`config.mk`:
```
export PLATFORM = sky130hd
export DESIGN_NAME = fn1_mul_pipe_v
export DESIGN_NICKNAME = d
export VERILOG_FILES = /design/src/rtl/fn1_mul_pkg.sv /design/src/rtl/fn1_mul_valid_pipe.sv /design/src/rtl/fn1_mul_pipe_v.sv
export SDC_FILE = /design/constraint.sdc
export NUM_CORES = 1
export LEC_CHECK = 0
export CAP_MARGIN = 20
export CORE_MARGIN = 10
export CORE_UTILIZATION = 60
export CTS_CLUSTER_DIAMETER = 40
export DETAILED_ROUTE_END_ITERATION = 6
export GPL_ROUTABILITY_DRIVEN = 0
export MAX_ROUTING_LAYER = met4
export PLACE_DENSITY_LB_ADDON = 0.2
export SLEW_MARGIN = 20
export SYNTH_ARGS = -nofsm -noshare
export SYNTH_HDL_FRONTEND = slang
export SYNTH_SLANG_ARGS = --single-unit
```
`constraint.sdc`:
```
create_clock -name clk -period 6.35 [get_ports clk]
set_input_delay 1.27 -clock clk [delete_from_list [all_inputs] [get_ports clk]]
set_output_delay 1.27 -clock clk [all_outputs]
set_load 0.05 [all_outputs]
```
`src/rtl/fn1_mul_pkg.sv`:
```
// Shared constants and elaboration-time helpers for the fn1_mul pipelined multiplier.
package fn1_mul_pkg;

   localparam int unsigned MIN_NUM_STAGE = 2;

   function automatic int unsigned clog2(input int unsigned value);
      int unsigned v;
      int unsigned r;
      v = (value > 0) ? value - 1 : 0;
      r = 0;
      while (v > 0) begin
         v = v >> 1;
         r++;
      end
      return r;
   endfunction

   function automatic int unsigned full_width(input int unsigned a_w, input int unsigned b_w);
      return a_w + b_w;
   endfunction

   // Limits are returned as raw bit patterns in the low 'width' bits.
   function automatic logic [63:0] sat_max(input int unsigned width, input bit is_signed);
      return (64'd1 << (width - 32'(is_signed))) - 64'd1;
   endfunction

   function automatic logic [63:0] sat_min(input int unsigned width, input bit is_signed);
      return is_signed ? (64'd1 << (width - 1)) : 64'd0;
   endfunction

endpackage

```
`src/rtl/fn1_mul_valid_pipe.sv`:
```
// Valid shift register with synchronous flush and an occupancy counter for the multiplier pipe.
module fn1_mul_valid_pipe
   import fn1_mul_pkg::*;
#(
   parameter int unsigned NUM_STAGE = 4,
   localparam int unsigned CntW = clog2(NUM_STAGE + 1)
) (
   input  logic            clk_i,
   input  logic            rst_ni,
   input  logic            ce_i,
   input  logic            clear_i,
   input  logic            valid_i,
   output logic            valid_o,
   output logic [CntW-1:0] inflight_o
);

   logic [NUM_STAGE-1:0] valid_d, valid_q;
   logic [CntW-1:0]      cnt_d, cnt_q;

   always_comb begin
      valid_d = valid_q;
      cnt_d   = cnt_q;
      // Flush wins over advance; a sample arriving with clear is dropped.
      if (clear_i) begin
         valid_d = '0;
         cnt_d   = '0;
      end else if (ce_i) begin
         valid_d = {valid_q[NUM_STAGE-2:0], valid_i};
         unique case ({valid_i, valid_q[NUM_STAGE-1]})
            2'b10:   cnt_d = cnt_q + CntW'(1);
            2'b01:   cnt_d = cnt_q - CntW'(1);
            default: cnt_d = cnt_q;
         endcase
      end
   end

   always_ff @(posedge clk_i or negedge rst_ni) begin
      if (!rst_ni) begin
         valid_q <= '0;
         cnt_q   <= '0;
      end else begin
         valid_q <= valid_d;
         cnt_q   <= cnt_d;
      end
   end

   assign valid_o    = valid_q[NUM_STAGE-1];
   assign inflight_o = cnt_q;

endmodule

```
`src/rtl/fn1_mul_pipe_v.sv`:
```
// Parametrised pipelined multiplier with valid tracking and product slicing.
// Define FN1_MUL_SAT_EN to saturate the sliced result and drive ovf; otherwise it wraps.
module fn1_mul_pipe_v
   import fn1_mul_pkg::*;
#(
   parameter int unsigned A_WIDTH   = 16,
   parameter int unsigned B_WIDTH   = 16,
   parameter int unsigned P_WIDTH   = 16,
   parameter int unsigned NUM_STAGE = 4,
   parameter int unsigned A_SIGNED  = 1,
   parameter int unsigned B_SIGNED  = 1,
   parameter int unsigned P_SHIFT   = 0
) (
   input  logic                               clk,
   input  logic                               reset,
   input  logic                               ce,
   input  logic                               clear,
   input  logic                               in_valid,
   input  logic [A_WIDTH-1:0]                 din0,
   input  logic [B_WIDTH-1:0]                 din1,
   output logic                               out_valid,
   output logic [P_WIDTH-1:0]                 dout,
   output logic                               ovf,
   output logic [clog2(NUM_STAGE + 1)-1:0]    inflight
);

   localparam int unsigned W     = full_width(A_WIDTH, B_WIDTH);
   localparam int unsigned XW    = W + P_WIDTH;
   localparam int unsigned NDLY  = NUM_STAGE - MIN_NUM_STAGE;
   localparam bit          A_SGN = (A_SIGNED != 0);
   localparam bit          B_SGN = (B_SIGNED != 0);
   localparam bit          F_SGN = A_SGN || B_SGN;

   // Stage 1: operand registers.
   logic [A_WIDTH-1:0] a_q;
   logic [B_WIDTH-1:0] b_q;

   always_ff @(posedge clk or negedge reset) begin
      if (!reset) begin
         a_q <= '0;
         b_q <= '0;
      end else if (ce) begin
         a_q <= din0;
         b_q <= din1;
      end
   end

   // Extending both operands to W bits makes a W-bit product exact for any signedness mix.
   logic [W-1:0] a_ext, b_ext;
   assign a_ext = {{B_WIDTH{A_SGN & a_q[A_WIDTH-1]}}, a_q};
   assign b_ext = {{A_WIDTH{B_SGN & b_q[B_WIDTH-1]}}, b_q};

   // f_chain[0] is the combinational product; g_dly[1] is stage 2, the rest are delay stages.
   // With NUM_STAGE=2 the product feeds the output slice register directly.
   logic [W-1:0] f_chain [NDLY+1];
   assign f_chain[0] = a_ext * b_ext;

   for (genvar i = 1; i <= NDLY; i++) begin : g_dly
      logic [W-1:0] f_q;
      always_ff @(posedge clk or negedge reset) begin
         if (!reset) begin
            f_q <= '0;
         end else if (ce) begin
            f_q <= f_chain[i-1];
         end
      end
      assign f_chain[i] = f_q;
   end

   logic [W-1:0]         f_last;
   logic signed [XW-1:0] f_ext;
   logic [P_WIDTH-1:0]   res_d, dout_q;

   assign f_last = f_chain[NDLY];
   assign f_ext  = {{P_WIDTH{F_SGN & f_last[W-1]}}, f_last};

`ifdef FN1_MUL_SAT_EN
   localparam logic [P_WIDTH-1:0] P_MAX = P_WIDTH'(sat_max(P_WIDTH, F_SGN));
   localparam logic [P_WIDTH-1:0] P_MIN = P_WIDTH'(sat_min(P_WIDTH, F_SGN));

   logic signed [XW-1:0] f_sh;
   logic                 ovf_d, ovf_q;

   always_comb begin
      f_sh  = f_ext >>> P_SHIFT;
      res_d = f_sh[P_WIDTH-1:0];
      ovf_d = 1'b0;
      if (F_SGN) begin
         // The kept sign bit and everything above it must agree.
         if (f_sh[XW-1:P_WIDTH-1] != {(W + 1){f_sh[XW-1]}}) begin
            ovf_d = 1'b1;
            res_d = f_sh[XW-1] ? P_MIN : P_MAX;
         end
      end else if (f_sh[XW-1:P_WIDTH] != '0) begin
         ovf_d = 1'b1;
         res_d = P_MAX;
      end
   end

   always_ff @(posedge clk or negedge reset) begin
      if (!reset) begin
         ovf_q <= 1'b0;
      end else if (ce) begin
         ovf_q <= ovf_d;
      end
   end

   assign ovf = ovf_q;
`else
   assign res_d = P_WIDTH'(f_ext >>> P_SHIFT);
   assign ovf   = 1'b0;
`endif

   // Final stage holds the sliced result so dout is a flop output.
   always_ff @(posedge clk or negedge reset) begin
      if (!reset) begin
         dout_q <= '0;
      end else if (ce) begin
         dout_q <= res_d;
      end
   end

   assign dout = dout_q;

   fn1_mul_valid_pipe #(
      .NUM_STAGE(NUM_STAGE)
   ) u_valid_pipe (
      .clk_i      (clk),
      .rst_ni     (reset),
      .ce_i       (ce),
      .clear_i    (clear),
      .valid_i    (in_valid),
      .valid_o    (out_valid),
      .inflight_o (inflight)
   );

endmodule

```
==> run metrics, run 1 <==
CTS tree built; # clock sinks 87; Residual DRC 0; Post-synth EDFFs 0; Reg area 0.002177 sq mm; First DRT Iteration DRCs 281; die area 0.01724 sq mm; WP data arrival 6.02 ns; fmax 0.1727 GHz; Setup Viol. Count Final 0; Post-CTS Resized 0; die height 131.3 um; htree depth 3; synth cell count leaders inv_1 (128), dfrtp_1 (87), fa_1 (80); Antenna Nets Post-Route 0; post-route non-filler standard cell count 913; area share of the largest cell type after synthesis 0.2929; max-slew violation count 0; Layout Nets 918; post-synthesis net count 876; max-cap violations 0; largest net degree at the start of global routing 88; CP Launch Type flip-flop; async set-reset flop share out of synthesis 1.000; Initial DRT Pass Iterations 5; Setup Fix Bufs, Post-CTS 0; outcome finished, final reports clean; share of cells above drive strength 1 0.1409; DR vias/cell 5.205; Fill cells 908; Hold WC Path Type reg2reg; max_slew headroom 0.4838; ANT cells 0; Port Buffers 56; ys flop type dfrtp_1; detailed placement HPWL 11.92 mm; Mapped Area 0.007433 sq mm; Crit. End Element flip-flop; Final Critical Period 5.789 ns; core area 0.01206 sq mm; Worst Path Required 6.58 ns; total grt overflow 0; clock buffer depth 2; mean post-synth cell area 10.65 sq um; final hold viol count 0; Die Width 131.3 um; Synth area leaders dfrtp_1 (29%), fa_1 (22%), mux2_2 (12%); cell accounting for the most synthesized area dfrtp_1; clk root buf clkbuf_16; flops & latches, synth 87; vias in the first global route 5175; Crit Path Class reg2reg; Synth Warn # 0; hold_buf cts 0; Distinct cells, synth 35; part of the cycle the worst path needs 0.9117; setup_tns 0 ns; routed vias 4752; I/O pins 58; Syn-to-layout area delta 13.13%; Num CTS Buffers 9; Core Rows 40; Total GRT Usage 0.1896; Inst Count DP 897; area occupied by multi-input gates 0.004646 sq mm; Starting Density 0.6163; RSZ-0062 raised after global routing false; initial antenna violation count 0; clock latency on the worst-skew pair 0.34 ns; first-pass GRT wire length 26.16 mm; most frequent cell after synthesis inv_1; wire length per cell 16.90 um; post-synthesis sequential area ratio 0.2929; clock slew at reported path FFs 0.07 ns; Slew @ Worst Pin 0.7743 ns; routed wire length 15.43 mm; cells after synthesis 698; final core occ 0.6972; clock skew 0.005579 ns; Worst Path Max Fanout 16
-- per-stage QoR --
step                      setup slack [ns]  hold WS [ns]  cell area [sq um]
after global placement              0.6874        0.4656               8092
after floorplan                     0.9555        0.4480               7433
after CTS                           0.5472        0.4990               8406
after global routing                0.2970        0.5145               8409
after detailed placement            0.5418        0.4753               8092
final                               0.5610        0.4958               8409
-- per-layer routing --
metal  vias to the layer above  routed length [um]  global-route usage
li1                       2226                   -                   -
met1                      2412                6773              0.2383
met2                        93                7759              0.3115
met3                        21                 674             0.03239
met4                         0                 218             0.05006
met5                         -                   0                   -
-- cell families after synthesis --
kind of cell / synth area share
AND/OR/NAND/NOR: 0.1071
buffers and inverters: 0.08214
adder cells (fa/ha/maj): 0.3181
flip-flops: 0.2929
multiplexers: 0.1239
XOR/XNOR: 0.05134
AO/OA/AOI/OAI: 0.02407
other: 0.0005045
-- cells in the final DEF, fill, tap and decap left out, types with 9 or more instances in the layout --
master / synthesis / layout
inv_1: 128 / 128
dfrtp_1: 87 / 87
fa_1: 80 / 80
mux2_2: 76 / 76
nand2_1: 70 / 70
and2_1: 61 / 61
ha_1: 61 / 61
clkdlybuf4s50_1: 0 / 54
xnor2_1: 30 / 30
nor2_1: 12 / 12
xor2_1: 11 / 11
a21oi_1: 9 / 9
clkbuf_16: 0 / 9
-- sequential cells by signal (all words and copies together), names as in the netlist --
register,cells
b_q,16
f_last,16
u_valid_pipe.inflight_o,3
dout,16
g_dly.f_q,16
u_valid_pipe.valid_q,4
a_q,16
-- final timing paths --
path	start	endpoint	slack, ns	cells past startpoint
max reg2reg	b_q[1]$_DFFE_PN0P_	g_dly[1].f_q[15]$_DFFE_PN0P_	0.56	17
min in group asynchronous	reset	dout[7]$_DFFE_PN0P_	0.97	1
min	g_dly[1].f_q[7]$_DFFE_PN0P_	g_dly[1].f_q[7]$_DFFE_PN0P_	0.50	1
max in group asynchronous	reset	a_q[9]$_DFFE_PN0P_	4.84	1
min reg2reg	g_dly[1].f_q[7]$_DFFE_PN0P_	g_dly[1].f_q[7]$_DFFE_PN0P_	0.50	1
max	b_q[1]$_DFFE_PN0P_	g_dly[1].f_q[15]$_DFFE_PN0P_	0.56	17
-- worst max-delay path, cell delays in order, from the launching register on --
cell	delay, ns
dfrtp_1	0.65
nand2_1	0.16
fa_1	0.52
fa_1	0.57
fa_1	0.45
fa_1	0.55
inv_1	0.06
fa_1	0.53
inv_1	0.06
fa_1	0.52
inv_1	0.05
ha_1	0.34
nand3_1	0.14
a21oi_1	0.13
o21ai_0	0.15
a31oi_1	0.40
xnor2_1	0.12
mux2_4	0.26
-- area by class of cell --
cell class                 instances  share of cell area
sequential                        87              0.2589
timing repair buffer              59             0.06919
multi-input combinational        455              0.5524
clock buffer                      10             0.02842
tap                              168             0.02500
inverter                         128             0.05713
clock inverter                     6            0.008927
Power of run 1 is left out: the tool's default activity adds up to more than one toggle a clock period on the data nets, which glitch-free logic cannot reach.
==> run 2, diff against run 1 <==
SETUP_SLACK_MARGIN = 0.4   (was unset)
==> run metrics, run 2 (same netlist as run 1, synthesis figures left out) <==
outcome finished, final reports clean (unchanged); hold_buf cts 0 (unchanged); Syn-to-layout area delta 13.25% (was 13.13%); CTS tree built (unchanged); total grt overflow 0 (unchanged); clock skew 0.008502 ns (was 0.005579 ns); vias in the first global route 5175 (unchanged); clock buffer depth 2 (unchanged); htree depth 3 (unchanged); routed wire length 15.47 mm (was 15.43 mm); ANT cells 0 (unchanged); final core occ 0.6979 (was 0.6972); Worst Path Max Fanout 13 (was 16); Initial DRT Pass Iterations 4 (was 5); commonest non-fill, non-tap cell in the layout inv_1 (unchanged); Crit. End Element flip-flop (unchanged); clk root buf clkbuf_16 (unchanged); Num CTS Buffers 9 (unchanged); core area 0.01206 sq mm (unchanged); DR vias/cell 5.269 (was 5.205); die area 0.01724 sq mm (unchanged); detailed placement HPWL 11.92 mm (unchanged); first-pass GRT wire length 26.16 mm (unchanged); max-cap violations 0 (unchanged); die height 131.3 um (unchanged); routed vias 4811 (was 4752); initial antenna violation count 0 (unchanged); Total GRT Usage 0.1896 (unchanged); Setup Fix Bufs, Post-CTS 0 (unchanged); clock slew at reported path FFs 0.07 ns (about the same); Port Buffers 56 (unchanged); fmax 0.1771 GHz (was 0.1727 GHz); CP Launch Type flip-flop (unchanged); Die Width 131.3 um (unchanged); I/O pins 58 (unchanged); Final Critical Period 5.648 ns (was 5.789 ns); First DRT Iteration DRCs 288 (was 281); share of cells above drive strength 1 0.1450 (was 0.1409); wire length per cell 16.95 um (was 16.90 um); most frequent cells in the layout inv_1 (128), dfrtp_1 (85), fa_1 (80), mux2_2 (76), nand2_1 (70) (was inv_1 (128), dfrtp_1 (87), fa_1 (80), mux2_2 (76), nand2_1 (70)); Antenna Nets Post-Route 0 (unchanged); Hold WC Path Type reg2reg (unchanged); max_slew headroom 0.4652 (was 0.4838); RSZ-0062 raised after global routing false (unchanged); final hold viol count 0 (unchanged); setup_tns 0 ns (unchanged); Starting Density 0.6163 (unchanged); Post-CTS Resized 0 (unchanged); Setup Viol. Count Final 0 (unchanged); Slew @ Worst Pin 0.8022 ns (was 0.7743 ns); part of the cycle the worst path needs 0.8894 (was 0.9117); Core Rows 40 (unchanged); largest net degree at the start of global routing 88 (unchanged); # clock sinks 87 (unchanged); Fill cells 909 (was 908); WP data arrival 5.88 ns (was 6.02 ns); clock latency on the worst-skew pair 0.35 ns (was 0.34 ns); max-slew violation count 0 (unchanged); Crit Path Class reg2reg (unchanged); Worst Path Required 6.59 ns (was 6.58 ns); Layout Nets 918 (unchanged); Residual DRC 0 (unchanged)
[run 2: layout make-up]
class                           instances  area [sq um]  share of cell area
Sequential cell                        87          2180              0.2589
Clock inverter                          6         75.07            0.008918
Tap cell                              168         210.2             0.02497
Multi-Input combinational cell        455          4652              0.5526
Timing Repair Buffer                   59         581.8             0.06911
Inverter                              128         480.5             0.05707
Clock buffer                           10         239.0             0.02839
[run 2: worst paths after layout]
kind / startpoint / endpoint / slack [ns] / cells past startpoint
max: b_q[4]$_DFFE_PN0P_ / g_dly[1].f_q[15]$_DFFE_PN0P_ / 0.70 / 18
min: g_dly[1].f_q[7]$_DFFE_PN0P_ / g_dly[1].f_q[7]$_DFFE_PN0P_ / 0.49 / 1
max reg2reg: b_q[4]$_DFFE_PN0P_ / g_dly[1].f_q[15]$_DFFE_PN0P_ / 0.70 / 18
min reg2reg: g_dly[1].f_q[7]$_DFFE_PN0P_ / g_dly[1].f_q[7]$_DFFE_PN0P_ / 0.49 / 1
max in group asynchronous: reset / b_q[2]$_DFFE_PN0P_ / 4.79 / 1
min in group asynchronous: reset / dout[7]$_DFFE_PN0P_ / 0.95 / 1
[run 2: routing by layer]
layer / GRT usage / up-vias / routed length (um)
li1: - / 2226 / -
met1: 0.2383 / 2471 / 6863
met2: 0.3115 / 91 / 7744
met3: 0.03239 / 23 / 649
met4: 0.05006 / 0 / 214
met5: - / - / 0
[run 2: critical path, cell delays in order, from the launching register on]
cell,delay [ns]
dfrtp_1,0.53
and2_1,0.24
fa_1,0.54
inv_1,0.05
fa_1,0.46
fa_1,0.49
fa_1,0.55
inv_1,0.06
fa_1,0.53
inv_1,0.06
fa_1,0.52
inv_1,0.05
ha_1,0.34
nand3_1,0.14
a21oi_1,0.13
o21ai_0,0.17
a31oi_2,0.32
xnor2_1,0.11
mux2_4,0.26
[run 2: stage by stage]
stage               setup slack (ns)  area, sq um  hold WS (ns)  cells
floorplan                     0.9555         7433        0.4480    698
global placement              0.6874         8092        0.4656    897
detailed placement            0.5418         8092        0.4753    897
CTS                           0.5472         8406        0.4990    913
global route                  0.4665         8418        0.5145    913
finish                        0.7021         8418        0.4906    913
Power of run 2 is left out for the same reason.
==> run 3, diff against run 2 <==
CORE_UTILIZATION = 40   (was 60)
==> run metrics, run 3 (same netlist as run 1, synthesis figures left out) <==
die area 0.02444 sq mm (was 0.01724 sq mm); critical path cell sequence and2_1, fa_1, inv_1, fa_1, fa_1, fa_1, inv_1, fa_1, inv_1, fa_1, inv_1, ha_1, a21o_1, a21oi_1, o31ai_1, a21oi_1, xnor2_1, mux2_2 (was and2_1, fa_1, inv_1, fa_1, fa_1, fa_1, inv_1, fa_1, inv_1, fa_1, inv_1, ha_1, nand3_1, a21oi_1, o21ai_0, a31oi_2, xnor2_1, mux2_4); Hold WC Path Type reg2reg (unchanged); initial antenna violation count 0 (unchanged); clk root buf clkbuf_16 (unchanged); clock skew 0.01629 ns (was 0.008502 ns); detailed placement HPWL 12.43 mm (was 11.92 mm); Slew @ Worst Pin 0.7959 ns (was 0.8022 ns); Worst Path Max Fanout 10 (was 13); crit-path most repeated cell fa_1 (unchanged); htree depth 3 (unchanged); RSZ-0062 raised after global routing false (unchanged); Crit. End Element flip-flop (unchanged); Port Buffers 56 (unchanged); core area 0.01815 sq mm (was 0.01206 sq mm); First DRT Iteration DRCs 167 (was 288); ANT cells 0 (unchanged); first-pass GRT wire length 26.30 mm (was 26.16 mm); area post-placement 0.008175 sq mm (was 0.008092 sq mm); CP Launch Type flip-flop (unchanged); clock slew at reported path FFs 0.07 ns (about the same); final hold viol count 0 (unchanged); Starting Density 0.4096 (was 0.6163); Crit Path Class reg2reg (unchanged); I/O pins 58 (unchanged); DR vias/cell 4.892 (was 5.269); Num CTS Buffers 9 (unchanged); CTS tree built (unchanged); origin of the critical flop-to-flop path a_q[7]$_DFFE_PN0P_ (was b_q[4]$_DFFE_PN0P_); Final Critical Period 5.667 ns (was 5.648 ns); routed vias 4770 (was 4811); Residual DRC 0 (unchanged); Layout Nets 919 (was 918); post-route design area 0.008489 sq mm (was 0.008418 sq mm); routed wire length 15.92 mm (was 15.47 mm); Core Rows 49 (was 40); clock latency on the worst-skew pair 0.36 ns (was 0.35 ns); share of cells above drive strength 1 0.1555 (was 0.1450); fmax 0.1765 GHz (was 0.1771 GHz); pre-CTS setup slack 0.4057 ns (was 0.5418 ns); Die Width 156.3 um (was 131.3 um); max_slew headroom 0.4694 (was 0.4652); CP startpoint a_q[7]$_DFFE_PN0P_ (was b_q[4]$_DFFE_PN0P_); Setup Fix Bufs, Post-CTS 0 (unchanged); final worst slack 0.6833 ns (was 0.7021 ns); Setup Viol. Count Final 0 (unchanged); slowest cell on the critical path fa_1 (unchanged); WP data arrival 5.90 ns (was 5.88 ns); most frequent cells in the layout inv_1 (128), fa_1 (80), dfrtp_1 (78), mux2_2 (76), nand2_1 (70) (was inv_1 (128), dfrtp_1 (85), fa_1 (80), mux2_2 (76), nand2_1 (70)); setup_tns 0 ns (unchanged); Worst Path Required 6.58 ns (was 6.59 ns); largest net degree at the start of global routing 64 (was 88); total grt overflow 0 (unchanged); Fill cells 1698 (was 909); vias in the first global route 5047 (was 5175); Min-Delay Startpoint g_dly[1].f_q[7]$_DFFE_PN0P_ (unchanged); max-cap violations 0 (unchanged); reg2reg setup slack 0.68 ns (was 0.70 ns); Initial DRT Pass Iterations 4 (unchanged); final hold slack 0.4870 ns (was 0.4906 ns); commonest non-fill, non-tap cell in the layout inv_1 (unchanged); wire length per cell 16.33 um (was 16.95 um); outcome finished, final reports clean (unchanged); # clock sinks 87 (unchanged); Critical Path Max Stage Delay 0.57 ns (was 0.55 ns); max-slew violation count 0 (unchanged); Syn-to-layout area delta 14.21% (was 13.25%); part of the cycle the worst path needs 0.8924 (was 0.8894); Total GRT Usage 0.1407 (was 0.1896); clock buffer depth 2 (unchanged); die height 156.3 um (was 131.3 um); Antenna Nets Post-Route 0 (unchanged)
[run 3: cell count changes in the layout (fill, tap and decap cells not counted)]
| cell | delta |
|---|---|
| clkbuf_8 | -1 |
| clkinv_2 | +3 |
| dfrtp_1 | -7 |
| clkinvlp_4 | -1 |
| inv_8 | -1 |
| dfrtp_2 | +7 |
| buf_4 | +2 |
| buf_6 | -1 |
[run 3: final timing paths]
check,cells past startpoint,endpoint
max in group asynchronous,2,a_q[8]$_DFFE_PN0P_
min in group asynchronous,1,f_last[0]$_DFFE_PN0P_
worst min register to register,1,g_dly[1].f_q[7]$_DFFE_PN0P_
worst min-delay path,1,g_dly[1].f_q[7]$_DFFE_PN0P_
worst max-delay path,18,g_dly[1].f_q[14]$_DFFE_PN0P_
worst max register to register,18,g_dly[1].f_q[14]$_DFFE_PN0P_
[run 3: what timing repair did]
action	4_1_cts	5_1_grt
pin swaps	0	1
hold buffers	0	0
setup endpoints to repair	1	2
gates resized for setup	1	9
[run 3: layer usage]
layer  track usage  vias to the layer above  share of wire
li1              -                     2243              -
met1        0.1757                     2451           0.45
met2        0.2290                       59           0.50
met3       0.02248                       17          0.025
met4       0.04719                        0          0.017
met5             -                        -              0
[run 3: critical path, delay by kind of cell (launching register included)]
family,cells,cell delay (ns)
AO/OA/AOI/OAI,4,0.81
XOR/XNOR,1,0.08
adder cells (fa/ha/maj),7,3.48
buffers and inverters,4,0.21
flip-flops,1,0.49
multiplexers,1,0.26
AND/OR/NAND/NOR,1,0.21
[run 3: layout make-up]
cell class | instances | area [sq um] | area share
clock buffer | 9 | 225.2 | 0.02653
sequential | 87 | 2188 | 0.2578
inverter | 128 | 480.5 | 0.05660
tap | 229 | 286.5 | 0.03375
timing repair buffer | 60 | 585.6 | 0.06898
clock inverter | 7 | 71.32 | 0.008401
multi-input combinational | 455 | 4652 | 0.5480
[run 3: metrics by stage]
step	utilization	instances
after floorplan	-	698
after global placement	0.4505	959
after detailed placement	0.4505	959
after CTS	0.4669	975
after global routing	0.4678	975
final	0.4678	975
Power of run 3 is left out for the same reason.
